[src/rtl/dsc_pkg.sv]
// dsc_pkg: shared FSM state encodings and the empty-criterion constant.
package dsc_pkg;
    typedef enum logic [1:0] {OCIOSO, BUSCA, EMITE, FIM} estado_t;
    localparam logic [31:0] CRITERIO_VAZIO = 32'hFFFF_FFFF;
endpackage

[src/rtl/busca_janela.sv]
// busca_janela: matches NUM_PARALELO consecutive slots from ptr_i against min_i
// and priority-encodes the lowest matching slot index.
module busca_janela #(
    parameter int NUM_NA         = 8,
    parameter int CRITERIO_WIDTH = 5,
    parameter int NUM_PARALELO   = 4,
    parameter int PW             = 5,
    parameter int IW             = 3
) (
    input  logic [PW-1:0]                    ptr_i,
    input  logic [NUM_NA-1:0]                ativo_i,
    input  logic [NUM_NA*CRITERIO_WIDTH-1:0] criterio_i,
    input  logic [CRITERIO_WIDTH-1:0]        min_i,
    output logic                             acerto_o,
    output logic [IW-1:0]                    indice_o
);
    logic [NUM_PARALELO-1:0] hit;
    logic [PW-1:0]           slot [NUM_PARALELO];

    for (genvar g = 0; g < NUM_PARALELO; g++) begin : g_lane
        assign slot[g] = ptr_i + PW'(g);
        // Slots past the end never match, whatever the truncated index points at.
        assign hit[g] = (slot[g] < PW'(NUM_NA)) && ativo_i[slot[g][IW-1:0]] &&
                        (criterio_i[CRITERIO_WIDTH*slot[g][IW-1:0] +: CRITERIO_WIDTH] == min_i);
    end

    always_comb begin
        acerto_o = |hit;
        indice_o = '0;
        for (int j = NUM_PARALELO-1; j >= 0; j--)
            if (hit[j]) indice_o = IW'(slot[j]);
    end
endmodule

[src/rtl/selecionar_ativo.sv]
// selecionar_ativo: scans active-node slots for those whose criterion equals the
// global minimum and hands them out one at a time. SELECIONAR_ATIVO_PRIMEIRO_EN: stop after first winner.
module selecionar_ativo
    import dsc_pkg::*;
#(
    parameter int NUM_NA         = 8,
    parameter int CRITERIO_WIDTH = 5,
    parameter int ADDR_WIDTH     = 8,
    parameter int NUM_PARALELO   = 4
) (
    input  logic                             clk,
    input  logic                             rst_n,
    input  logic                             aa_atualizar_in,
    input  logic                             ca_pronto_in,
    input  logic [CRITERIO_WIDTH-1:0]        ca_criterio_geral_in,
    input  logic [NUM_NA-1:0]                na_ativo_in,
    input  logic [NUM_NA*CRITERIO_WIDTH-1:0] na_criterio_in,
    input  logic [NUM_NA*ADDR_WIDTH-1:0]     na_endereco_in,
    input  logic                             sa_ready_in,
    output logic                             sa_valid_o,
    output logic [$clog2(NUM_NA)-1:0]        sa_indice_o,
    output logic [ADDR_WIDTH-1:0]            sa_endereco_o,
    output logic                             sa_fim_o,
    output logic                             sa_vazio_o
);
    localparam int IW = $clog2(NUM_NA);
    localparam int PW = $clog2(NUM_NA + NUM_PARALELO) + 1;
    localparam logic [CRITERIO_WIDTH-1:0] VAZIO = CRITERIO_VAZIO[CRITERIO_WIDTH-1:0];

    estado_t                   estado_q;
    logic [PW-1:0]             ptr_q;
    logic [CRITERIO_WIDTH-1:0] min_q;
    logic                      pronto_q;
    logic                      valid_q, fim_q, vazio_q;
    logic [IW-1:0]             indice_q;
    logic [ADDR_WIDTH-1:0]     endereco_q;
    logic                      acerto;
    logic [IW-1:0]             acerto_idx;
    logic [ADDR_WIDTH-1:0]     endereco_sel;
    logic [PW-1:0]             ptr_avanco_d, ptr_aceite_d;

    busca_janela #(
        .NUM_NA(NUM_NA), .CRITERIO_WIDTH(CRITERIO_WIDTH),
        .NUM_PARALELO(NUM_PARALELO), .PW(PW), .IW(IW)
    ) u_janela (
        .ptr_i(ptr_q), .ativo_i(na_ativo_in), .criterio_i(na_criterio_in),
        .min_i(min_q), .acerto_o(acerto), .indice_o(acerto_idx)
    );

    assign endereco_sel = na_endereco_in[ADDR_WIDTH*acerto_idx +: ADDR_WIDTH];
    assign ptr_avanco_d = ptr_q + PW'(NUM_PARALELO);
    assign ptr_aceite_d = PW'(indice_q) + PW'(1);

    // Scan end is decided one step ahead so sa_fim_o lands in the cycle after the last window.
    always_ff @(posedge clk or negedge rst_n) begin
        if (!rst_n) begin
            estado_q   <= OCIOSO;
            ptr_q      <= '0;
            min_q      <= VAZIO;
            pronto_q   <= 1'b0;
            valid_q    <= 1'b0;
            indice_q   <= '0;
            endereco_q <= '0;
            fim_q      <= 1'b0;
            vazio_q    <= 1'b0;
        end else begin
            pronto_q <= ca_pronto_in;
            if (aa_atualizar_in) begin
                estado_q <= OCIOSO;
                valid_q  <= 1'b0;
                fim_q    <= 1'b0;
                vazio_q  <= 1'b0;
            end else begin
                case (estado_q)
                    OCIOSO: begin
                        fim_q <= 1'b0;
                        if (ca_pronto_in && !pronto_q) begin
                            min_q    <= ca_criterio_geral_in;
                            ptr_q    <= '0;
                            estado_q <= BUSCA;
                        end
                    end
                    BUSCA: begin
                        if (min_q == VAZIO) begin
                            vazio_q  <= 1'b1;
                            fim_q    <= 1'b1;
                            estado_q <= FIM;
                        end else if (acerto) begin
                            valid_q    <= 1'b1;
                            indice_q   <= acerto_idx;
                            endereco_q <= endereco_sel;
                            estado_q   <= EMITE;
                        end else begin
                            ptr_q <= ptr_avanco_d;
                            if (ptr_avanco_d >= PW'(NUM_NA)) begin
                                fim_q    <= 1'b1;
                                estado_q <= FIM;
                            end
                        end
                    end
                    EMITE: begin
                        if (sa_ready_in) begin
                            valid_q <= 1'b0;
                            ptr_q   <= ptr_aceite_d;
`ifdef SELECIONAR_ATIVO_PRIMEIRO_EN
                            fim_q    <= 1'b1;
                            estado_q <= FIM;
`else
                            if (ptr_aceite_d >= PW'(NUM_NA)) begin
                                fim_q    <= 1'b1;
                                estado_q <= FIM;
                            end else begin
                                estado_q <= BUSCA;
                            end
`endif
                        end
                    end
                    FIM: begin
                        fim_q    <= 1'b0;
                        estado_q <= OCIOSO;
                    end
                    default: estado_q <= OCIOSO;
                endcase
            end
        end
    end

    assign sa_valid_o    = valid_q;
    assign sa_indice_o   = indice_q;
    assign sa_endereco_o = endereco_q;
    assign sa_fim_o      = fim_q;
    assign sa_vazio_o    = vazio_q;
endmodule

[config.mk]
export PLATFORM = sky130hd
export DESIGN_NAME = selecionar_ativo
export DESIGN_NICKNAME = d
export VERILOG_FILES = /design/src/rtl/dsc_pkg.sv /design/src/rtl/busca_janela.sv /design/src/rtl/selecionar_ativo.sv
export SDC_FILE = /design/constraint.sdc
export NUM_CORES = 1
export LEC_CHECK = 0
export ABC_AREA = 1
export CAP_MARGIN = 20
export CORE_ASPECT_RATIO = 1.2
export CORE_MARGIN = 5
export CORE_UTILIZATION = 28
export CTS_CLUSTER_DIAMETER = 40
export DETAILED_ROUTE_END_ITERATION = 6
export PLACE_DENSITY = 0.57
export SETUP_SLACK_MARGIN = 0.5
export SLEW_MARGIN = 15
export SYNTH_ARGS = -nofsm -noshare
export SYNTH_HDL_FRONTEND = slang
export SYNTH_SLANG_ARGS = --single-unit
[constraint.sdc]
create_clock -name clk -period 3.95 [get_ports clk]
set_input_delay 1.185 -clock clk [delete_from_list [all_inputs] [get_ports clk]]
set_output_delay 1.185 -clock clk [all_outputs]
set_load 0.01 [all_outputs]
# Yosys cells after proc, flatten, opt, wreduce, memory -nomap -nowiden

Cells that the tools add are included.

Output and inout port bits: 14
Input port bits: 122
Word-level logic and storage cells: 119
Register bits after elaboration: 27

$mul: 4
Reduce and logical (&&, ||, !) cells: 24
Magnitude comparators: 10
Add/subtract/negate cells: 5
Mux-type cells: 40
Eq/ne operators: 20
Shift operators: 5
Bitwise gates (word level): 2

Operators with widths:

| operator                                                    | count |
|---|---|
| indexed part select 40 x 7 -> 5 bit                         | 4 |
| indexed part select 64 x 7 -> 8 bit                         | 1 |
| multiplier 3 x 3 -> 6 bit (first input constant)            | 4 |
| equality test 5 bit                                         | 4 |
| less-than comparator 5 x 4 -> 1 bit (second input constant) | 4 |
| two-way mux 5 bit                                           | 4 |
| two-way mux 1 bit                                           | 17 |
| less-than comparator 3 x 4 -> 1 bit (second input constant) | 4 |
| != test 3 bit (second input constant)                       | 5 |
| case mux 5 bit (3 select lines)                             | 1 |
| two-way mux 2 bit                                           | 7 |
| binary-select mux 1 bit (select 3 bit)                      | 4 |
| two-way mux 3 bit                                           | 4 |
| AND reduction 4 bit                                         | 3 |
| adder 5 x 2 -> 5 bit (second input constant)                | 2 |
| logical AND 1 bit                                           | 9 |
| != test 2 bit (second input constant)                       | 4 |
| != test 4 bit (second input constant)                       | 2 |
| case mux 2 bit (4 select lines)                             | 1 |
| AND reduction 3 bit                                         | 2 |
| AND reduction 6 bit                                         | 1 |
| nonzero test 3 bit                                          | 2 |
| adder 5 x 1 -> 5 bit (second input constant)                | 1 |
| adder 5 x 3 -> 5 bit (second input constant)                | 1 |
| 16 further kinds                                            | 19 |

# Depth between registers and ports, before layout

Gate-level depths: netlist (run 1).

Depth in word-level cells: 10
Depth in mapped cells: 25
Mapped depth without buffers: 21

# Hierarchy

A second synthesis (run 1) with hierarchy kept.

Cell total of the unflattened synthesis: 731
Area, all modules: 3948.8 um2

Modules (own cells, without submodules):

| module           | area an instance (um2) | seq. area each (um2) | times used | cells each |
|---|---|---|---|---|
| busca_janela     | 2050.7                 | 0.0                  | 1          | 457 |
| selecionar_ativo | 1898.1                 | 681.9                | 1          | 274 |

# Worst setup path before layout (run 1)

Ideal clock, no wire load.

Path kind: register to register
Start: reg ptr_q[0]
End: reg endereco_q[1] (netlist: sa_endereco_o[1])
Buffers on the path: 5
Arrival time: 2732 ps
Stages on the path, launching flop included: 21
Slack: 1093 ps
Period minus slack after synthesis: 2857 ps
Data required time: 3826 ps
Library setup time: 124 ps
Cell sequence: dfrtp_1 -> buf_4 -> inv_4 -> buf_4 -> ha_1 -> buf_2 -> inv_2 -> buf_2 -> nand3_1 -> nand3_1 -> nand2_1 -> nand2_1 -> nand2_1 -> nor2_1 -> nand3_1 -> o21a_1 -> a21oi_4 -> buf_4 -> nand3_1 -> nand3_1 -> nand3_1

Word-level cells in the longest chain between the ends: 10
Elaborated cells between the ends (all ways): 42
Classes of those cells: add/sub: 3; mul: 4; order compare: 4; eq/ne: 4; shift: 5; mux: 12; reduce/logical: 10

RTL lines:

| item                                                                                       | RTL line                               | RTL |
|---|---|---|
| from (decl)                                                                                | selecionar_ativo.sv:31                 | `logic [PW-1:0] ptr_q;` |
| from (signal assigned)                                                                     | selecionar_ativo.sv:94                 | `ptr_q <= ptr_avanco_d;` |
| from (signal assigned)                                                                     | selecionar_ativo.sv:104                | `ptr_q <= ptr_aceite_d;` |
| adder 5 x 2 -> 5 bit                                                                       | busca_janela.sv:21                     | `assign slot[g] = ptr_i + PW'(g);` |
| multiplier 3 x 3 -> 6 bit / binary-select mux 1 bit (select 3 bit) (equally long branches) | busca_janela.sv:24, busca_janela.sv:23 |  |
| indexed part select 40 x 7 -> 5 bit / two-way mux 1 bit (equally long branches)            | busca_janela.sv:24, busca_janela.sv:23 |  |
| equality test 5 bit / logical AND 1 bit (equally long branches)                            | busca_janela.sv:24, busca_janela.sv:23 |  |
| logical AND 1 bit                                                                          | busca_janela.sv:23                     | `assign hit[g] = (slot[g] < PW'(NUM_NA)) && ativo_i[slot[g][IW-1:0]] &&` |
| two-way mux 3 bit (4 in a row)                                                             | busca_janela.sv:31                     | `if (hit[j]) indice_o = IW'(slot[j]);` |
| indexed part select 64 x 7 -> 8 bit                                                        | selecionar_ativo.sv:50                 | `assign endereco_sel = na_endereco_in[ADDR_WIDTH*acerto_idx +: ADDR_WIDTH];` |
| to (signal assigned)                                                                       | selecionar_ativo.sv:91                 | `endereco_q <= endereco_sel;` |
| to (decl)                                                                                  | selecionar_ativo.sv:36                 | `logic [ADDR_WIDTH-1:0] endereco_q;` |

Parallel ways exist; a longest one is shown, timed or not. The select of a mux whose other input is x is not followed.
A chain may end at the register's enable or synchronous reset.

# Final worst setup path (run 1)

Start: in na_criterio_in[25]
End: reg endereco_q[6] (netlist: sa_endereco_o[6])

Word-level cells in the longest chain between the ends: 8
Elaborated cells between the ends (all ways): 19
Classes of those cells: eq/ne: 4; shift: 5; mux: 4; reduce/logical: 6

RTL lines:

| item                                | RTL line               | RTL |
|---|---|---|
| from (decl)                         | selecionar_ativo.sv:17 | `input logic [NUM_NA*CRITERIO_WIDTH-1:0] na_criterio_in,` |
| indexed part select 40 x 7 -> 5 bit | busca_janela.sv:24     | `(criterio_i[CRITERIO_WIDTH*slot[g][IW-1:0] +: CRITERIO_WIDTH] == min_i);` |
| equality test 5 bit                 | busca_janela.sv:24     |  |
| logical AND 1 bit                   | busca_janela.sv:23     |  |
| two-way mux 3 bit (4 in a row)      | busca_janela.sv:31     |  |
| indexed part select 64 x 7 -> 8 bit | selecionar_ativo.sv:50 |  |

Parallel ways exist; a longest one is shown, timed or not.

==> reports/summary.md, run 1 <==
The flow ran to the end, and the final reports show no timing, DRC or antenna violations. In the finished design, the share of the clock period the worst path needs comes to 84.0%. The path class of the lowest-slack min-delay path was reg2reg. The setup path with the least slack is of type in2reg. The transition time at the pin with the least slew margin came out at 0.687 ns. Unique cell type count in the Yosys netlist: 35. For the iteration-0 DRC count of the detailed router, the log shows 544. IR analysis of the VDD net gives a maximum drop of 238 uV.

The analysis attributes to cell leakage a power of 3.05 nW. The area growth from synthesis to layout is 47.0%. The number of fill cells was 1590; the via count normalized by instance count was 4.97.

TritonCTS built the clock tree. The maximum fanout count along the critical path came out at 8. Across all hold checks on the routed design, the worst slack comes to 0.501 ns. Global routing used 18.1% of the available tracks. Counting every net in the synthesized netlist gives 904. The wire-length estimate of the detail-placed layout is 12.5 mm.

The number of cells on the worst reg-to-reg path is 14. In the synthesized netlist the async set-or-reset flop fraction comes to 100%. The post-CTS clock slew at the launch and capture registers of the worst setup and hold paths is 0.07 ns, and the arrival time reported for the critical path endpoint is 3.47 ns.

The number of buffers between clock root and the deepest sink was 2. The later pin in the worst-skew pair is clocked with a latency of 0.27 ns. The clock sink count was 27.

The tools report the total count of hold-check failures in the final report as 0. In this run the remaining antenna-violating nets after routing total 0. Entering global routing, the biggest net connects 53 pins.

The type of element launching the critical path was an input pin. The worst reg-to-reg setup slack was 0.67 ns; the cell count after synthesis was 770. The run gives 0.876 as the final estimated routing congestion in global placement. For this run, the leading register cell type out of synthesis is sky130_fd_sc_hd__dfrtp_1.

The total wirelength of the detailed-routed design was 16.6 mm; the core area was 14500 um^2. Leaving out fill and tap cells, the most frequent cell in the layout is sky130_fd_sc_hd__nand2_1. The initial cell density of the core is 28.8%, and the net count of the finished layout is 1031.

The worst setup path is captured at a register. Measured against its own limit, the worst slew margin works out to 54.2%. The post-synthesis instance area came out at 4160 um^2. In the layout the commonest cells are 292 x sky130_fd_sc_hd__nand2_1, 208 x sky130_fd_sc_hd__nand3_1, 121 x sky130_fd_sc_hd__clkdlybuf4s50_1. The logs give 0 for the max-slew violation total from the final report and 4.11 ns for the required time of the critical path. The number of antenna diodes in the final layout is 0. Mean routed wirelength per cell: 15.1 um. The final total negative setup slack is 0 ns, and the count of yosys warnings during synthesis is 0. The worst path in the final design needs a cycle of 3.32 ns, including I/O delays and setup.

Number of synthesized flops with an enable pin: 0. The run gives 48 as the number of placement rows. For the number of placed I/O pins, the log shows 136. The setup skew after layout was 0.00498 ns; the number of antenna violations at the first check in global routing was 0. For this run the aggregate overflow at the end of global routing stands at 0.

The logs give 17400 um^2 for the die area and 0.301 GHz for the highest clock rate. The average instance area after synthesis was 5.40 um^2; the power per cell area was 587 nW/um^2. The depth of the worst hold-timing path is 2.

The area share of the largest cell type after synthesis was 26.9%; the number of input and output port buffers inserted was 135. The worst hold path terminates at sa_fim_o. The worst hold path begins at sa_fim_o. The logs give 5325 for the number of global-route vias before repair and 0 for the final count of negative-setup-slack endpoints. Clock tree synthesis selected as its root buffer the cell sky130_fd_sc_hd__clkbuf_16. Setup repair after global routing could not meet its margin everywhere. The floorplan step set the die width to 121 um.

The tools report the register area share after synthesis as 16.4%. The first global-routing pass estimated 25.9 mm of wire. Max-cap violations in this run came to 0. The worst register-to-register path begins at ptr_q[2]. Counting the buffers created by CTS gives 3. In this run, synthesis produced a sequential element count of 27.

The endpoint identified for the worst register-to-register timing path is sa_endereco_o[6]. For this run, design rule violations remaining after detail routing come to 0. The most area-hungry cell type in the Yosys netlist was sky130_fd_sc_hd__nand3_1. After clock tree synthesis, the flow added hold-fix buffers numbering 0. The die height came out at 144 um. Summing over every cut layer, the via total after detailed routing is 5449. The H-tree depth is 1. In the final layout, the share of cells above drive strength 1 is 9.49%. By area the synthesized netlist is led by sky130_fd_sc_hd__nand3_1 27%, sky130_fd_sc_hd__nand2_1 27%, sky130_fd_sc_hd__dfrtp_1 13%.

The first detailed-routing pass ran for 6 iterations.
==> how the worst max path moves through the flow <==
stage | cells after the start | endpoint | slack [ns] | from
after detailed placement | 19 | sa_endereco_o[2] | 0.23 | na_ativo_in[5]
after global placement | 18 | sa_endereco_o[6] | 0.19 | na_ativo_in[5]
final | 19 | sa_endereco_o[6] | 0.63 | na_criterio_in[25]
after floorplan | 20 | sa_endereco_o[1] | 1.09 | ptr_q[0]
after global routing | 19 | sa_endereco_o[0] | 0.48 | na_criterio_in[14]
after CTS | 18 | sa_endereco_o[6] | 0.51 | na_ativo_in[5]
==> worst max-delay path, cell delays in order <==
cell and delay [ns]:
sky130_fd_sc_hd__clkdlybuf4s50_1 0.51, sky130_fd_sc_hd__nand2_1 0.09, sky130_fd_sc_hd__nand3_1 0.12, sky130_fd_sc_hd__nand3_1 0.10, sky130_fd_sc_hd__nand3_1 0.09, sky130_fd_sc_hd__nand2_1 0.09, sky130_fd_sc_hd__nor2_2 0.14, sky130_fd_sc_hd__nand2_1 0.08
sky130_fd_sc_hd__nor2_2 0.16, sky130_fd_sc_hd__nand2_2 0.11, sky130_fd_sc_hd__nand2_2 0.10, sky130_fd_sc_hd__nand2_4 0.10, sky130_fd_sc_hd__nand2_8 0.12, sky130_fd_sc_hd__clkbuf_16 0.16, sky130_fd_sc_hd__nand2_1 0.06, sky130_fd_sc_hd__nand2_1 0.06
sky130_fd_sc_hd__nand2_1 0.05, sky130_fd_sc_hd__nand3_1 0.09, sky130_fd_sc_hd__nand3_1 0.06
==> Yosys cell counts, types with 2 or more instances <==
cell / instances
sky130_fd_sc_hd__o22ai_1: 2
sky130_fd_sc_hd__buf_6: 3
sky130_fd_sc_hd__o21ai_0: 14
sky130_fd_sc_hd__dfstp_2: 5
sky130_fd_sc_hd__inv_2: 3
sky130_fd_sc_hd__nand2_1: 294
sky130_fd_sc_hd__xnor2_1: 2
sky130_fd_sc_hd__nor3_1: 2
sky130_fd_sc_hd__buf_2: 18
sky130_fd_sc_hd__o21ai_1: 3
sky130_fd_sc_hd__buf_4: 13
sky130_fd_sc_hd__dfrtp_1: 22
sky130_fd_sc_hd__inv_1: 56
sky130_fd_sc_hd__nand2_2: 5
sky130_fd_sc_hd__ha_1: 12
sky130_fd_sc_hd__nand3_1: 224
sky130_fd_sc_hd__nor2_2: 4
sky130_fd_sc_hd__nand3b_1: 9
sky130_fd_sc_hd__nand3_2: 2
sky130_fd_sc_hd__nor2_1: 48
sky130_fd_sc_hd__a21oi_1: 13
sky130_fd_sc_hd__and2_1: 3
==> state kept, by name (all words and copies together), names as in the netlist <==
register,count
sa_vazio_o,1
sa_valid_o,1
sa_fim_o,1
sa_endereco_o,8
min_q,5
pronto_q,1
sa_indice_o,3
estado_q,2
ptr_q,5
==> report_power, final <==
part	switching (W)	total [W]	leakage (nW)	internal, W
clock network	0.000106	0.000243	0.0409	0.000137
registers	0.000141	0.000526	0.343	0.000385
logic	0.00173	0.00282	2.66	0.00109
total	0.00198	0.00359	3.05	0.00161
==> area by class of cell <==
type	count	area (um^2)	area share (%)
repair buffers	157	1680	27.4
inverters	61	234	3.83
well taps	200	250	4.09
flip-flops and latches	27	683	11.2
clock buffers	3	75.1	1.23
clock inverters	1	5.00	0.0818
multi-input cells	647	3190	52.2
==> logic make-up after synthesis <==
kind of cell | Yosys count | synth area share (%)
AND/OR/NAND/NOR | 593 | 62.5
adder cells (fa/ha/maj) | 12 | 3.61
AO/OA/AOI/OAI | 36 | 4.87
XOR/XNOR | 5 | 1.41
buffers and inverters | 96 | 11.0
multiplexers | 1 | 0.271
flip-flops | 27 | 16.4
==> metrics by stage <==
step	util (%)	cell area, um^2	power, W	worst slack, ns	instances
2_1_floorplan	-	4160	0.00226	1.09	770
3_3_place_gp	39.4	5710	0.00308	0.192	1086
3_5_place_dp	39.4	5710	0.00307	0.232	1086
4_1_cts	40.1	5800	0.00333	0.506	1091
5_1_grt	42.3	6120	0.00393	0.481	1096
6_report	42.3	6120	0.00359	0.632	1096
==> metal layers <==
metal / vias up / GRT usage (%) / wire, um / part of all wire [%]
met5: - / 0 / 0 / 0
met4: 0 / 8.14 / 629 / 3.8
met3: 43 / 3.98 / 1520 / 9.2
met2: 257 / 30.7 / 7690 / 46
met1: 2379 / 22.0 / 6740 / 41
li1: 2770 / - / - / -
==> repair_timing <==
item / 4_1_cts / 5_1_grt
setup endpoints to repair: 1 / 16
resized for setup: 0 / 57
setup buffers: 1 / 1
cloned: 0 / 4
pin swaps: 4 / 26
Power figures use the tool's default switching activity.
==> run 2: changes to the inputs <==
clock period = 3.2 ns   (was 3.95 ns; I/O delays follow)
==> reports/summary.md, run 2 (synthesized netlist as in run 1, its figures left out) <==
The number of violations of the max-capacitance limit was 0 (unchanged). The tools report the number of search-and-repair iterations in the first detailed-routing pass as 5 (was 6). The total wirelength of the detailed-routed design was 19.2 mm (was 16.6 mm); the arrival time reported for the critical path endpoint was 3.14 ns (was 3.47 ns).

The core area was 14500 um^2 (unchanged); the transition time at the pin with the least slew margin was 0.767 ns (was 0.687 ns). For the iteration-0 DRC count of the detailed router, the log shows 445 (was 544). Ordered cell list for the critical path: inv_2 > ha_4 > clkinv_8 > buf_4 > nand3_1 > nand3_2 > nand3_2 > nand2_2 > nor2_4 > nand2_2 > nor2_4 > nand2_4 > buf_6 > nand3_4 > buf_6 > nand2_8 > buf_4 > mux2_2 (was clkdlybuf4s50_1 > nand2_1 > nand3_1 > nand3_1 > nand3_1 > nand2_1 > nor2_2 > nand2_1 > nor2_2 > nand2_2 > nand2_2 > nand2_4 > nand2_8 > clkbuf_16 > nand2_1 > nand2_1 > nand2_1 > nand3_1 > nand3_1). The path class of the lowest-slack min-delay path is reg2reg (unchanged).

The peak per-stage delay on the critical path works out to 0.40 ns (was 0.51 ns). The endpoint of the most critical setup path is sa_indice_o[0] (was sa_endereco_o[6]). For the required time of the critical path, the log shows 3.36 ns (was 4.11 ns). The cell type of the slowest stage on the worst timing path is sky130_fd_sc_hd__dfrtp_1 (was sky130_fd_sc_hd__clkdlybuf4s50_1). Number of antenna violations at the first check in global routing: 1 (was 0). The maximum fanout count along the critical path was 9 (was 8).

The startpoint of the worst-slack reg-to-reg timing path is ptr_q[1] (was ptr_q[2]). The routed via count was 5951 (was 5449); the depth of the worst hold-timing path was 2 (unchanged). The run gives 0.22 ns (was 0.67 ns) as the worst reg-to-reg setup slack. The smallest clock period supported by the final layout is computed as 2.98 ns. TritonCTS built the clock tree. The tools report the antenna diode count as 0 (unchanged). The mean routed wirelength per cell was 16.4 um (was 15.1 um).

The number of placed I/O pins came out at 136 (unchanged). The residual overflow from global routing came out at 0 (unchanged). For the total routing resource utilization after global routing, the log shows 20.2% (was 18.1%). The wire length on met2 was 9.20 mm (was 7.69 mm); the max-slew violation total from the final report was 0 (unchanged). The highest clock rate was 0.335 GHz; the clock network latency to the later pin of the worst-skew pair was 0.27 ns (about the same). The tools report the number of global-route vias before repair as 5764 (was 5325).

Number of placement rows: 48 (unchanged). The flip-flop count of the largest register after layout was 8 (unchanged); the sequential power share was 10.5% (was 14.7%). The net count of the finished layout was 1101 (was 1031). The kind of critical path is reg2reg (was in2reg).

Leading cell type in the layout, fill and taps excluded: sky130_fd_sc_hd__nand2_1 (unchanged). The initial cell density of the core is 28.8% (unchanged). The sum of internal, switching and leakage power came out at 0.00581 W (was 0.00359 W). End of the worst register-to-register path: sa_indice_o[0] (was sa_endereco_o[6]).

The total count of hold-check failures in the final report came out at 0 (unchanged). The via count normalized by instance count is 5.10 (was 4.97). The chip width was 121 um (unchanged); the wire length on met3 was 1.76 mm (was 1.52 mm). The power per cell area is 793 nW/um^2 (was 587 nW/um^2), and the final estimated routing congestion in global placement is 0.918 (was 0.876). Switching power as a share of total power: 52.3% (was 55.1%).

Die area: 17400 um^2 (unchanged). The worst hold slack after final layout came out at 0.500 ns (was 0.501 ns). Leading cell types in the layout, fill and taps excluded: 262 x sky130_fd_sc_hd__nand2_1, 174 x sky130_fd_sc_hd__nand3_1, 87 x sky130_fd_sc_hd__clkdlybuf4s50_1 (was 292 x sky130_fd_sc_hd__nand2_1, 208 x sky130_fd_sc_hd__nand3_1, 121 x sky130_fd_sc_hd__clkdlybuf4s50_1). Leakage power summed over all cells: 3.53 nW (was 3.05 nW). Largest net degree at the start of global routing: 46 (was 53).

The tools report the setup skew after layout as 0.00472 ns (was 0.00498 ns). Die height: 144 um (unchanged). The worst vdd rail ir drop was 386 uV (was 238 uV). The logs give 0.00277 W (was 0.00161 W) for the design internal power and 1 (unchanged) for the H-tree depth. The number of input and output port buffers inserted was 135 (unchanged); the clock sink count was 27 (unchanged).

Number of buffers inserted during clock tree synthesis: 3 (unchanged). The worst-case setup margin in the final layout was 0.215 ns (was 0.632 ns). The type of element launching the critical path is a register (was an input pin).

Routed metal-1 wirelength: 7.42 mm (was 6.74 mm). The tools report the endpoint type of the worst setup path as a register (unchanged). The flow ran to the end, and the final reports show no timing, DRC or antenna violations. The run gives -0.286 ns (was 0.232 ns) as the setup slack after placement.

The startpoint of the worst setup timing path is ptr_q[1] (was na_criterio_in[25]). The final count of negative-setup-slack endpoints is 0 (unchanged). The number of antenna-violating nets in the routed design came out at 0 (unchanged).

The tools report the first-pass GRT wire length as 28.5 mm (was 25.9 mm). The source of the worst hold timing path is sa_fim_o (unchanged). Fraction of layout cells with a size suffix above 1: 25.8% (was 9.49%). The signed area change from the synthesized netlist to the final layout works out to 75.9% (was 47.0%).

For the share of total power in the clock network, the log shows 5.2% (was 6.8%). Library cell used as clock root buffer: sky130_fd_sc_hd__clkbuf_16 (unchanged). Share of total power in combinational logic: 84.3% (was 78.6%). The net switching power figure was 0.00304 W (was 0.00198 W); the estimated wirelength of the detail-placed design was 12.6 mm (was 12.5 mm).

The tools report the DRC violation count after routing as 0 (unchanged). The tools report the worst slew slack as a fraction of its limit as 48.5% (was 54.2%). For the number of buffers between clock root and the deepest sink, the log shows 2 (unchanged). Setup repair after global routing could not meet its margin everywhere. The length in cells of the worst reg-to-reg path works out to 18 (was 14). The post-CTS clock slew at the launch and capture registers of the worst setup and hold paths came out at 0.07 ns (about the same). After layout, the worst path uses 93.3% of the clock period. The top routing layer in use is met5 (was met4).
## run 2: cell count changes in the layout (fill, tap and decap cells not counted), moves of 14 or more
cell,change
sky130_fd_sc_hd__clkdlybuf4s50_1,-34
sky130_fd_sc_hd__nand3_1,-34
sky130_fd_sc_hd__nand3_2,+33
sky130_fd_sc_hd__buf_4,+31
sky130_fd_sc_hd__nand2_1,-30
sky130_fd_sc_hd__nand2_2,+28
sky130_fd_sc_hd__dlygate4sd2_1,+26
sky130_fd_sc_hd__buf_6,+20
sky130_fd_sc_hd__clkdlybuf4s15_1,+16
sky130_fd_sc_hd__dlymetal6s2s_1,-14
## run 2: per-layer routing
metal	vias up	global-route usage, %
li1	2912	-
met1	2675	23.2
met2	299	35.8
met3	63	4.53
met4	2	8.50
met5	-	0
## run 2: layout make-up
type / count / area (um^2)
fill: 1457 / 7150
multi-input combinational: 651 / 3690
timing repair buffer: 222 / 2350
sequential: 27 / 684
inverter: 61 / 251
tap: 200 / 250
clock buffer: 3 / 75.1
timing repair inverter: 1 / 8.76
clock inverter: 1 / 5.00
## run 2: worst min-delay path by stage
stage                                   to  slack, ns
after floorplan                   sa_fim_o       0.52
after global placement    sa_endereco_o[4]       0.48
after detailed placement          sa_fim_o       0.48
after CTS                 sa_endereco_o[4]       0.50
after global routing              sa_fim_o       0.52
final                             sa_fim_o       0.50
## run 2: what timing repair did
action | 4_1_cts | 5_1_grt
hold buffers | 0 | 0
endpoints found under the setup margin | 20 | 19
pin swaps | 72 | 61
gates resized for setup | 217 | 65
gates cloned | 10 | 4
setup buffers | 28 | 15
## run 2: metrics by stage
step	cells	util (%)	cell area (um^2)	TNS, ns
CTS	1147	47.5	6880	0
finish	1166	50.6	7320	0
detailed placement	1105	40.5	5860	-2.70
floorplan	770	-	4210	0
global route	1166	50.6	7320	0
global placement	1105	40.5	5860	-2.72
## run 2: worst max-delay path: cells and delay by family (launching register included)
family | cells | cell delay (ns)
fa+ha+maj | 1 | 0.40
buf+inv | 6 | 0.76
flops | 1 | 0.40
mux | 1 | 0.25
simple gates | 10 | 1.04
## run 2: power groups by stage
stage	clock (W)	sequential (W)	combinational, W
2_1_floorplan	0	0.000600	0.00226
3_3_place_gp	0	0.000615	0.00335
3_5_place_dp	0	0.000613	0.00333
4_1_cts	0.000311	0.000608	0.00434
5_1_grt	0.000318	0.000630	0.00528
6_report	0.000301	0.000611	0.00490
==> run 3: changes to the inputs <==
ABC_AREA = default   (was 1)
MAX_ROUTING_LAYER = met4   (was default)
PLACE_DENSITY = 0.56   (was 0.57)
==> reports/summary.md, run 3 <==
The number of hold buffers added after CTS is 0 (unchanged), and the DRC violation count after routing is 0 (unchanged). Leading cell types in the layout, fill and taps excluded: 119 x sky130_fd_sc_hd__buf_4, 87 x sky130_fd_sc_hd__clkdlybuf4s50_1, 60 x sky130_fd_sc_hd__mux2i_1 (was 262 x sky130_fd_sc_hd__nand2_1, 174 x sky130_fd_sc_hd__nand3_1, 87 x sky130_fd_sc_hd__clkdlybuf4s50_1). The leading cell type in the layout, fill and taps excluded was sky130_fd_sc_hd__buf_4 (was sky130_fd_sc_hd__nand2_1). Net count of the finished layout: 887 (was 1101). For the share of total power in combinational logic, the log shows 79.3% (was 84.3%). The run gives 686 um^2 (was 684 um^2) as the area taken by flip-flops and latches. The highest clock rate was 0.273 GHz (was 0.335 GHz). The library cell used as clock root buffer is sky130_fd_sc_hd__clkbuf_16 (unchanged). The average instance area after synthesis is 9.54 um^2 (was 5.40 um^2), and the die height is 152 um (was 144 um). Setup repair after global routing could not meet its margin everywhere. The routed via count came out at 5095 (was 5951). The run finished, with violations left. The mean routed wirelength per cell was 18.5 um (was 16.4 um); the final estimated routing congestion in global placement was 0.915 (was 0.918). The most common cell in the netlist is sky130_fd_sc_hd__mux2i_1 (was sky130_fd_sc_hd__nand2_1). The iteration-0 DRC count of the detailed router was 205 (was 445); the antenna diode count was 0 (unchanged).

The tools report the worst slew slack as a fraction of its limit as 57.1% (was 48.5%). The transition time at the pin with the least slew margin was 0.635 ns (was 0.767 ns). The maximum fanout count along the critical path was 7 (was 9); the number of gates on the worst path with buffers counted was 13 (was 18).

The arrival time reported for the critical path endpoint is 3.80 ns (was 3.14 ns). Most area-consuming cells after synthesis: sky130_fd_sc_hd__mux2i_1 14%, sky130_fd_sc_hd__dfrtp_1 12%, sky130_fd_sc_hd__mux4_2 10% (was sky130_fd_sc_hd__nand3_1 27%, sky130_fd_sc_hd__nand2_1 27%, sky130_fd_sc_hd__dfrtp_1 13%). The chip width was 129 um (was 121 um); the core area was 16700 um^2 (was 14500 um^2). For the clock sink count, the log shows 27 (unchanged). The number of antenna-violating nets in the routed design was 0 (unchanged); the residual overflow from global routing was 0 (unchanged). The portion of the clock cycle consumed by the worst path in the final layout is 114% (was 93.3%), and the number of placed I/O pins is 136 (unchanged).

The number of fill cells is 1637 (was 1457). Ordered cell list for the critical path: buf_2 > mux4_2 > mux2i_4 > xnor2_2 > nor4b_2 > nor4b_4 > buf_4 > o21ai_4 > a22oi_4 > clkbuf_16 > mux2_4 > a221oi_2 > o31ai_1 (was inv_2 > ha_4 > clkinv_8 > buf_4 > nand3_1 > nand3_2 > nand3_2 > nand2_2 > nor2_4 > nand2_2 > nor2_4 > nand2_4 > buf_6 > nand3_4 > buf_6 > nand2_8 > buf_4 > mux2_2). For the first-pass GRT wire length, the log shows 27.7 mm (was 28.5 mm). For the count of yosys warnings during synthesis, the log shows 0 (unchanged).

The largest net degree at the start of global routing was 35 (was 46); the power per cell area was 604 nW/um^2 (was 793 nW/um^2). The total wirelength of the detailed-routed design is 17.9 mm (was 19.2 mm). Most frequent cells after synthesis: 65 x sky130_fd_sc_hd__mux2i_1, 41 x sky130_fd_sc_hd__nand2_1, 27 x sky130_fd_sc_hd__mux2_2 (was 294 x sky130_fd_sc_hd__nand2_1, 224 x sky130_fd_sc_hd__nand3_1, 56 x sky130_fd_sc_hd__inv_1).

The post-synthesis instance area is 4730 um^2 (was 4160 um^2), and the total count of hold-check failures in the final report is 0 (unchanged). The clock network latency to the later pin of the worst-skew pair was 0.26 ns (was 0.27 ns). Area share of the largest cell type after synthesis: 13.7% (was 26.9%). The minimum clock period was 3.66 ns (was 2.98 ns); the synthesized net count was 630 (was 904). The tools report the max-slew violation total from the final report as 0 (unchanged). The tools report the total routing resource utilization after global routing as 17.6% (was 20.2%). The run gives 52 (was 48) as the number of placement rows. The number of global-route vias before repair was 5436 (was 5764); the sum of internal, switching and leakage power was 0.00469 W (was 0.00581 W). The via count normalized by instance count was 5.26 (was 5.10). Net switching power figure: 0.00202 W (was 0.00304 W). The worst-case setup margin in the final layout is -0.457 ns (was 0.215 ns). The tools report the die area as 19600 um^2 (was 17400 um^2). The required time of the critical path is 3.34 ns (was 3.36 ns). The design internal power is 0.00267 W (was 0.00277 W).

The run gives 2 (unchanged) as the number of buffers between clock root and the deepest sink. The cell type of the slowest stage on the worst timing path was sky130_fd_sc_hd__mux4_2 (was sky130_fd_sc_hd__dfrtp_1). The logs give 4100 um^2 (was 3690 um^2) for the total area of multi-input combinational cells and 496 (was 770) for the cell count after synthesis.

The final core utilization is 46.5% (was 50.6%). The worst vdd rail ir drop was 368 uV (was 386 uV). The leakage power summed over all cells was 3.17 nW (was 3.53 nW); the register area share after synthesis was 14.4% (was 16.4%). The fraction of synthesis flops using an asynchronous set or reset pin was 100% (unchanged).

The number of search-and-repair iterations in the first detailed-routing pass is 5 (unchanged), and the depth of the worst hold-timing path is 2 (unchanged). H-tree depth: 1 (unchanged). Most area-hungry cell type in the Yosys netlist: sky130_fd_sc_hd__mux2i_1 (was sky130_fd_sc_hd__nand3_1). The number of antenna violations at the first check in global routing is 0 (was 1).

The checks that failed: setup timing. Peak per-stage delay on the critical path: 0.49 ns (was 0.40 ns). The tools report the type of element launching the critical path as an input pin (was a register). The unique cell type count in the Yosys netlist is 73 (was 35). TritonCTS built the clock tree. The worst hold slack after final layout was 0.553 ns (was 0.500 ns); the length in cells of the worst reg-to-reg path was 16 (was 18). The run gives 28.3% (was 28.8%) as the initial cell density of the core. The run gives 20 (was 0) as the final count of negative-setup-slack endpoints. Kind of critical path: in2reg (was reg2reg). The number of synthesized flops with an enable pin was 0 (unchanged); the number of violations of the max-capacitance limit was 0 (unchanged). The share of total power in the clock network was 6.2% (was 5.2%). The path class of the lowest-slack min-delay path is reg2reg (unchanged). The signed area change from the synthesized netlist to the final layout is 64.1% (was 75.9%), and the setup skew after layout is 0.00253 ns (was 0.00472 ns). The estimated wirelength of the detail-placed design is 14.1 mm (was 12.6 mm), and the fraction of layout cells with a size suffix above 1 is 43.1% (was 25.8%).

The flip-flop count of the largest register after layout is 8 (unchanged), and the flip-flop and latch count after synthesis is 27 (unchanged). The post-CTS clock slew at the launch and capture registers of the worst setup and hold paths was 0.07 ns (about the same). The family with the most delay on the worst path is multiplexers (was simple AND/OR/NAND/NOR gates).

The count of buffer and inverter cells on the critical path was 3 (was 6). For the sequential power share, the log shows 14.6% (was 10.5%). The leading register cell type out of synthesis was sky130_fd_sc_hd__dfrtp_1 (unchanged). The number of buffers inserted during clock tree synthesis was 3 (unchanged).

The endpoint type of the worst setup path was a register (unchanged). The number of input and output port buffers inserted was 135 (unchanged); the switching power as a share of total power was 43.1% (was 52.3%).
## run 3: cell types whose count changed in the layout (fill, tap and decap cells not counted), sizes merged, moves of 16 or more
cell / delta
buf: +88
inv: -47
nand3: -214
nor2: -28
nand2: -261
mux2i: +65
mux2: +39
mux4: +22
nor2b: +16
## run 3: layout make-up
class	instances	area share [%]
flip-flops and latches	27	8.83
clock buffers	4	1.01
multi-input cells	423	52.8
well taps	216	3.48
repair buffers	286	33.2
inverters	12	0.676
## run 3: power groups by stage
| stage | combinational (W) | clock, W | sequential [W] |
|---|---|---|---|
| after floorplan | 0.00198 | 0 | 0.000579 |
| after detailed placement | 0.00314 | 0 | 0.000668 |
| after global routing | 0.00397 | 0.000312 | 0.000703 |
| final | 0.00372 | 0.000289 | 0.000683 |
| after global placement | 0.00310 | 0 | 0.000666 |
| after CTS | 0.00351 | 0.000295 | 0.000674 |
## run 3: cell families (layout without fill, tap and decap cells)
family / after synthesis / count (layout) / synth area share, %
AO/OA/AOI/OAI: 113 / 113 / 19.5
XOR/XNOR: 22 / 22 / 4.23
adder cells (fa/ha/maj): 12 / 12 / 3.17
buffers and inverters: 46 / 302 / 6.32
flip-flops: 27 / 27 / 14.4
multiplexers: 127 / 127 / 33.7
AND/OR/NAND/NOR: 149 / 149 / 18.7
## run 3: worst paths after layout
| kind | slack [ns] | to | startpoint |
|---|---|---|---|
| worst max register to register | -0.45 | sa_endereco_o[7] | ptr_q[1] |
| worst min-delay path | 0.55 | sa_fim_o | sa_fim_o |
| max in group asynchronous | 1.82 | min_q[1] | rst_n |
| worst max-delay path | -0.46 | sa_endereco_o[7] | na_criterio_in[15] |
| worst min register to register | 0.55 | sa_fim_o | sa_fim_o |
| min in group asynchronous | 1.07 | sa_indice_o[0] | rst_n |
## run 3: worst min-delay path: cells and delay by family, from the launching register on
kind | cells | cell delay (ns)
DFF | 1 | 0.35
muxes | 1 | 0.07
and+or+nand+nor | 1 | 0.09
## run 3: metrics by stage
| stage | setup TNS, ns | instances | instance area, um^2 | setup slack, ns |
|---|---|---|---|---|
| 6_report | -6.89 | 968 | 7770 | -0.457 |
| 2_1_floorplan | -4.60 | 496 | 4850 | -0.548 |
| 3_3_place_gp | -18.24 | 928 | 7100 | -1.07 |
| 4_1_cts | -6.26 | 952 | 7500 | -0.482 |
| 5_1_grt | -9.58 | 968 | 7770 | -0.599 |
| 3_5_place_dp | -19.69 | 928 | 7100 | -1.19 |
## run 3: per-layer routing
| layer | vias to the layer above | track usage [%] | part of all wire (%) |
|---|---|---|---|
| met5 | - | - | 0 |
| met3 | 34 | 1.82 | 4.4 |
| met1 | 2471 | 21.8 | 42 |
| li1 | 2434 | - | - |
| met4 | 0 | 5.25 | 3.1 |
| met2 | 156 | 30.1 | 51 |
## run 3: repair_timing
action,4_1_cts,5_1_grt
resized for setup,210,37
pin swaps,33,26
buffers inserted,19,16
endpoints found under the setup margin,20,20
cloned,1,0
